File: src/rtl/ux607_plic_gateway_vec_if.sv
// Gateway-side bundle for the PLIC slice: raw sources and modes, claim/complete strobes,
// and the pending-register write port plus in-flight status.
interface ux607_plic_gateway_vec_if #(
  parameter int N    = 3,
  parameter int ID_W = 2
);
  logic [N-1:0]    io_src;
  logic [N-1:0]    io_edge;
  logic            io_claim;
  logic [ID_W-1:0] io_claim_id;
  logic            io_complete;
  logic [ID_W-1:0] io_complete_id;
  logic [N-1:0]    io_pend_d;
  logic            io_pend_en;
  logic [N-1:0]    io_inflight;

  modport master (
    output io_src, io_edge, io_claim, io_claim_id, io_complete, io_complete_id,
    input  io_pend_d, io_pend_en, io_inflight
  );

  modport slave (
    input  io_src, io_edge, io_claim, io_claim_id, io_complete, io_complete_id,
    output io_pend_d, io_pend_en, io_inflight
  );
endinterface

File: src/rtl/ux607_plic_gateway_vec.sv
// Per-source PLIC interrupt gateway: turns level/edge sources into single pending requests,
// holds a source off while claimed, and counts edges that arrive while a request is outstanding.
//
// state     | meaning
// ----------+-------------------------------------------------------------
// ST_IDLE   | no request outstanding for this source
// ST_PEND   | request sitting in the pending register, not yet claimed
// ST_FLIGHT | claimed by a hart, waiting for the completion strobe
module ux607_plic_gateway_vec #(
  parameter int N     = 3,
  parameter int CNT_W = 2,
  parameter int ID_W  = 2
) (
  input  logic                         clock,
  input  logic                         reset,
  ux607_plic_gateway_vec_if.slave      io
);

  typedef enum logic [1:0] {
    ST_IDLE   = 2'd0,
    ST_PEND   = 2'd1,
    ST_FLIGHT = 2'd2
  } state_t;

  localparam logic [CNT_W-1:0] CNT_MAX = '1;
  localparam logic [CNT_W-1:0] CNT_ONE = CNT_W'(1);

  state_t           state_q   [N];
  state_t           state_nxt [N];
  logic [CNT_W-1:0] cnt_q     [N];
  logic [CNT_W-1:0] cnt_nxt   [N];
  logic [N-1:0]     src_q;

  logic [N-1:0]     rise;
  logic [N-1:0]     avail;
  logic [N-1:0]     consume;
  logic [N-1:0]     claim_hit;
  logic [N-1:0]     complete_hit;
  logic [N-1:0]     pend_cur;
  logic [N-1:0]     pend_nxt;

  // State register: FSMs, edge detector history and event counters.
  always_ff @(posedge clock) begin
    if (reset) begin
      src_q <= '0;
      for (int i = 0; i < N; i++) begin
        state_q[i] <= ST_IDLE;
        cnt_q[i]   <= '0;
      end
    end else begin
      src_q <= io.io_src;
      for (int i = 0; i < N; i++) begin
        state_q[i] <= state_nxt[i];
        cnt_q[i]   <= cnt_nxt[i];
      end
    end
  end

  // Next-state logic. Source i answers to PLIC id i+1; id 0 never matches.
  always_comb begin
    for (int i = 0; i < N; i++) begin
      rise[i]         = io.io_src[i] & ~src_q[i];
      avail[i]        = rise[i] | (cnt_q[i] != '0);
      claim_hit[i]    = io.io_claim    && (io.io_claim_id    == ID_W'(i + 1));
      complete_hit[i] = io.io_complete && (io.io_complete_id == ID_W'(i + 1));
      state_nxt[i]    = state_q[i];
      consume[i]      = 1'b0;

      case (state_q[i])
        ST_IDLE: begin
          if (io.io_edge[i]) begin
            if (avail[i]) begin
              state_nxt[i] = ST_PEND;
              consume[i]   = 1'b1;
            end
          end else if (io.io_src[i]) begin
            state_nxt[i] = ST_PEND;
          end
        end
        ST_PEND: begin
          if (claim_hit[i]) state_nxt[i] = ST_FLIGHT;
        end
        ST_FLIGHT: begin
          if (complete_hit[i]) begin
            if (io.io_edge[i]) begin
              if (avail[i]) begin
                state_nxt[i] = ST_PEND;
                consume[i]   = 1'b1;
              end else begin
                state_nxt[i] = ST_IDLE;
              end
            end else begin
              state_nxt[i] = io.io_src[i] ? ST_PEND : ST_IDLE;
            end
          end
        end
        default: state_nxt[i] = ST_IDLE;
      endcase

      // A rise that is itself consumed leaves the count alone; a stored event is used
      // only when no fresh rise is available.
      cnt_nxt[i] = cnt_q[i];
      if (!io.io_edge[i]) begin
        cnt_nxt[i] = '0;
      end else if (consume[i] && !rise[i]) begin
        cnt_nxt[i] = cnt_q[i] - CNT_ONE;
      end else if (rise[i] && !consume[i] && (cnt_q[i] != CNT_MAX)) begin
        cnt_nxt[i] = cnt_q[i] + CNT_ONE;
      end
    end
  end

  // Outputs. The pending register loads on the same edge as the FSMs, so its q always
  // mirrors the PEND bits; reset forces a clearing write.
  always_comb begin
    for (int i = 0; i < N; i++) begin
      pend_cur[i]       = (state_q[i]   == ST_PEND);
      pend_nxt[i]       = (state_nxt[i] == ST_PEND);
      io.io_inflight[i] = (state_q[i]   == ST_FLIGHT);
    end
    io.io_pend_d  = reset ? '0 : pend_nxt;
    io.io_pend_en = reset | (pend_nxt != pend_cur);
  end

endmodule

File: src/flat_wrapper.sv
// flat-port wrapper written by rule: the top's interface ports become plain ports
module ux607_plic_gateway_vec_flat 
#(
  parameter int N     = 3,
  parameter int CNT_W = 2,
  parameter int ID_W  = 2
)
  (clock, reset, io_io_src, io_io_edge, io_io_claim, io_io_claim_id, io_io_complete, io_io_complete_id, io_io_pend_d, io_io_pend_en, io_io_inflight);
  ux607_plic_gateway_vec_if #(.N(N), .ID_W(ID_W)) io_i ();
  input  logic clock;
  input  logic reset;
  input wire logic [$bits(io_i.io_src)-1:0] io_io_src;
  input wire logic [$bits(io_i.io_edge)-1:0] io_io_edge;
  input wire logic [$bits(io_i.io_claim)-1:0] io_io_claim;
  input wire logic [$bits(io_i.io_claim_id)-1:0] io_io_claim_id;
  input wire logic [$bits(io_i.io_complete)-1:0] io_io_complete;
  input wire logic [$bits(io_i.io_complete_id)-1:0] io_io_complete_id;
  output wire logic [$bits(io_i.io_pend_d)-1:0] io_io_pend_d;
  output wire logic [$bits(io_i.io_pend_en)-1:0] io_io_pend_en;
  output wire logic [$bits(io_i.io_inflight)-1:0] io_io_inflight;
  assign io_i.io_src = io_io_src;
  assign io_i.io_edge = io_io_edge;
  assign io_i.io_claim = io_io_claim;
  assign io_i.io_claim_id = io_io_claim_id;
  assign io_i.io_complete = io_io_complete;
  assign io_i.io_complete_id = io_io_complete_id;
  assign io_io_pend_d = io_i.io_pend_d;
  assign io_io_pend_en = io_i.io_pend_en;
  assign io_io_inflight = io_i.io_inflight;
  ux607_plic_gateway_vec #(.N(N), .CNT_W(CNT_W), .ID_W(ID_W)) u_core (.clock(clock), .reset(reset), .io(io_i));
endmodule
File: config.mk
export PLATFORM = sky130hd
export DESIGN_NAME = ux607_plic_gateway_vec_flat
export DESIGN_NICKNAME = d
export VERILOG_FILES = /design/src/rtl/ux607_plic_gateway_vec_if.sv /design/src/rtl/ux607_plic_gateway_vec.sv /design/src/flat_wrapper.sv
export SDC_FILE = /design/constraint.sdc
export NUM_CORES = 1
export LEC_CHECK = 0
export BUFFER_PORTS_ARGS = -buffer_cell sky130_fd_sc_hd__buf_2
export CAP_MARGIN = 0
export CORE_MARGIN = 5
export CORE_UTILIZATION = 51
export DETAILED_ROUTE_END_ITERATION = 12
export PLACE_DENSITY = 0.81
export SLEW_MARGIN = 20
export SYNTH_ARGS = -nofsm -noshare
export SYNTH_HDL_FRONTEND = slang
export SYNTH_SLANG_ARGS = --single-unit
File: constraint.sdc
create_clock -name clock -period 2.7 [get_ports clock]
set_input_delay 0.675 -clock clock [delete_from_list [all_inputs] [get_ports clock]]
set_output_delay 0.675 -clock clock [all_outputs]
set_load 0.005 [all_outputs]
==> metrics.yaml <==
outcome:
  status: "finished clean"
synthesis:
  synth_area_leaders: "dfxtp_1 (32%), nand2_1 (6.1%), nor2b_1 (5.4%), a221oi_1 (3.8%), and4bb_4 (3.5%)"
  syn_area_per_cell_um2: 8.561
  async_reset_ff_frac: 0
  synth_flop_cell: "dfxtp_1"
  syn_area_um2: 924.6
  synth_top_cell_by_area: "dfxtp_1"
  synth_nets: 122
  yosys_register_bits: 15
  synth.top_cell.area_share: 0.3248
  ys_warn_count: 0
  synthCells: 108
  ys_top_cells_by_count: "dfxtp_1 (15), nand2_1 (15), nor2b_1 (8)"
  yosysSeqAreaShare: 0.3248
  synth-edff-count: 0
  yosysUniqueCellTypes: 37
route:
  wirelength_um: 1958
  drtPass1Iterations: 4
  wl_per_cell_um: 12.55
  first_iter_violations: 12
  drc: 0
  ant_nets: 0
  via_count: 863
  vias_per_cell: 5.532
clock_tree:
  htreeDepth: 1
  cts.path.max_buffers: 2
  ctsHoldBuffers: 0
  post_cts_buffers: 0
  cts_tree: "yes"
  insertion_delay_ns: 0.28
  clk_pin_slew_worst_paths_ns: 0.09
  cts_inserted_buffers: 3
  cts_resized: 0
  cts_root_buffer: "clkbuf_4"
  clkSinkCount: 15
sta:
  slew_headroom: 0.7021
  tightest_slew_ns: 0.4453
  setup_tns_ns: 0
  max_freq_ghz: 0.4206
  setup_viol: 0
  period_share: 0.8806
  finalHoldViolations: 0
  fin_crit_ns: 2.378
  grt_setup_unrepaired: "false"
  slew_viol_final: 0
  fin_skew_ns: 0.005626
cells_and_area:
  drive_gt1_frac: 0.2748
  final_nets: 146
  area_growth_pct: 16.64
  antenna_cells: 0
  final_cells: 156
pwr:
  swShare: 0.2844
  p_per_area_nw_per_um2: 429.6
  p_int_w: 0.0003316
  power_frac_seq: 0.518
  peakVddDrop_mv: 0.2580
  pwr-share-clk: 0.273
  p_leak_nw: 0.4068
  p_sw_w: 0.0001318
  p_comb_frac: 0.209
global_route:
  grt_pass1_vias: 820
  grtUsageTotal: 0.1650
  grt_max_degree: 15
  grt-ovfl-total: 0
  grt_pass1_wl_um: 3408
  antenna_found_initial: 0
critical_path:
  crit_slowest_cell: "or3b_1"
  critPathKind: "in2out"
  max_stage_delay_ns: 0.41
  cp.required_ns: 2.03
  crit_buf_inv: 2
  crit_chain: "buf_2 > nand3b_1 > or3b_1 > o211a_1 > nand4_1 > buf_2"
  crit_path_frequent_cell: "buf_2"
  critPathArrivalTime_ns: 1.70
  end_kind: "output pin"
  crit_family: "simple AND/OR/NAND/NOR gates"
  cp_max_fo: 3
  startpoint_type: "input port"
placed_design:
  io_buffers: 20
  place_congestion: 0.8361
  dp_hpwl_um: 1587
  dp.cells: 152
job:
  cap_violations: 0
floorplanning:
  start_util: 0.5355
  dieArea_um2: 2765
  core_area_um2: 1727
  fp.dieW_um: 52.58
  rows: 15
  die_h_um: 52.58
  num_io_pins: 21
min_path:
  min_path_type: "reg2reg"
==> cells in the final DEF (no fill, tap or decap), types with 2 or more instances in the layout <==
master	instances
a21boi_0	3
a21oi_1	6
nand2b_1	4
a21bo_1	2
a31oi_1	2
o21a_1	3
nor2_1	6
o22ai_1	2
o21ai_1	3
a221oi_1	4
or2_2	2
nand2_1	15
mux2_1	2
and4bb_4	2
clkbuf_4	3
dfxtp_1	15
o21ai_0	4
inv_1	3
nand3b_1	4
buf_2	20
nor2b_1	8
==> per-layer routing <==
layer  wire length [um]  share of wire  track usage  up-vias
li1                   -              -            -      439
met1                942           0.48       0.2073      404
met2                909           0.46       0.2727       18
met3                 88          0.045      0.02564        2
met4                 17         0.0087      0.07660        0
met5                  0              0            0        -
==> tightest hold or removal path: stages (launching register included) <==
cell     delay (ns)
dfxtp_1        0.34
nand2_1        0.06
a21oi_1        0.06
==> sequential cells by signal, summed over array words and instances, names as in the netlist <==
name / cells
u_core.cnt_q: 6
u_core.src_q: 3
u_core.state_q: 6
==> cells by family (layout without fill, tap and decap cells) <==
kind of cell | Yosys count | in the layout | synth area share
muxes | 3 | 3 | 0.03518
and+or+nand+nor | 48 | 48 | 0.3180
buffers and inverters | 4 | 27 | 0.01623
DFF | 15 | 15 | 0.3248
AOI/OAI and AO/OA | 38 | 38 | 0.3058
==> power groups by stage <==
stage               clock (W)  sequential (W)  combinational [W]
floorplan                   0        0.000243          0.0000656
global placement            0        0.000245          0.0000942
detailed placement          0        0.000245          0.0000971
CTS                  0.000133        0.000240          0.0000974
global route         0.000140        0.000242           0.000109
finish               0.000127        0.000240          0.0000969
==> area by class of cell <==
type	count	area, um^2
Clock buffer	4	26.28
Fill cell	166	648.1
Inverter	3	11.26
Multi-Input combinational cell	89	609.3
Sequential cell	15	300.3
Tap cell	25	31.28
Timing Repair Buffer	20	100.1
==> final timing paths <==
kind	from	cells after the start	slack [ns]	end
worst max-delay path	io_io_claim_id[1]	6	0.32	io_io_pend_en
worst min-delay path	u_core.cnt_q[0][3]	2	0.50	u_core.cnt_q[0][3]
worst max register to register	u_core.state_q[0][0]	4	1.47	u_core.cnt_q[0][0]
worst min register to register	u_core.cnt_q[0][3]	2	0.50	u_core.cnt_q[0][3]
==> per-stage QoR <==
step | util | area (um^2) | hold WS [ns] | total power (W) | worst slack (ns)
after floorplan | - | 924.6 | 0.4564 | 0.0003081 | 0.6024
after global placement | 0.6094 | 1052 | 0.4738 | 0.0003387 | 0.3207
after detailed placement | 0.6094 | 1052 | 0.4847 | 0.0003421 | 0.3135
after CTS | 0.6246 | 1079 | 0.4981 | 0.0004699 | 0.3146
after global routing | 0.6246 | 1079 | 0.5193 | 0.0004911 | 0.2585
final | 0.6246 | 1079 | 0.4967 | 0.0004634 | 0.3225
(Power assumes the default switching activity.)
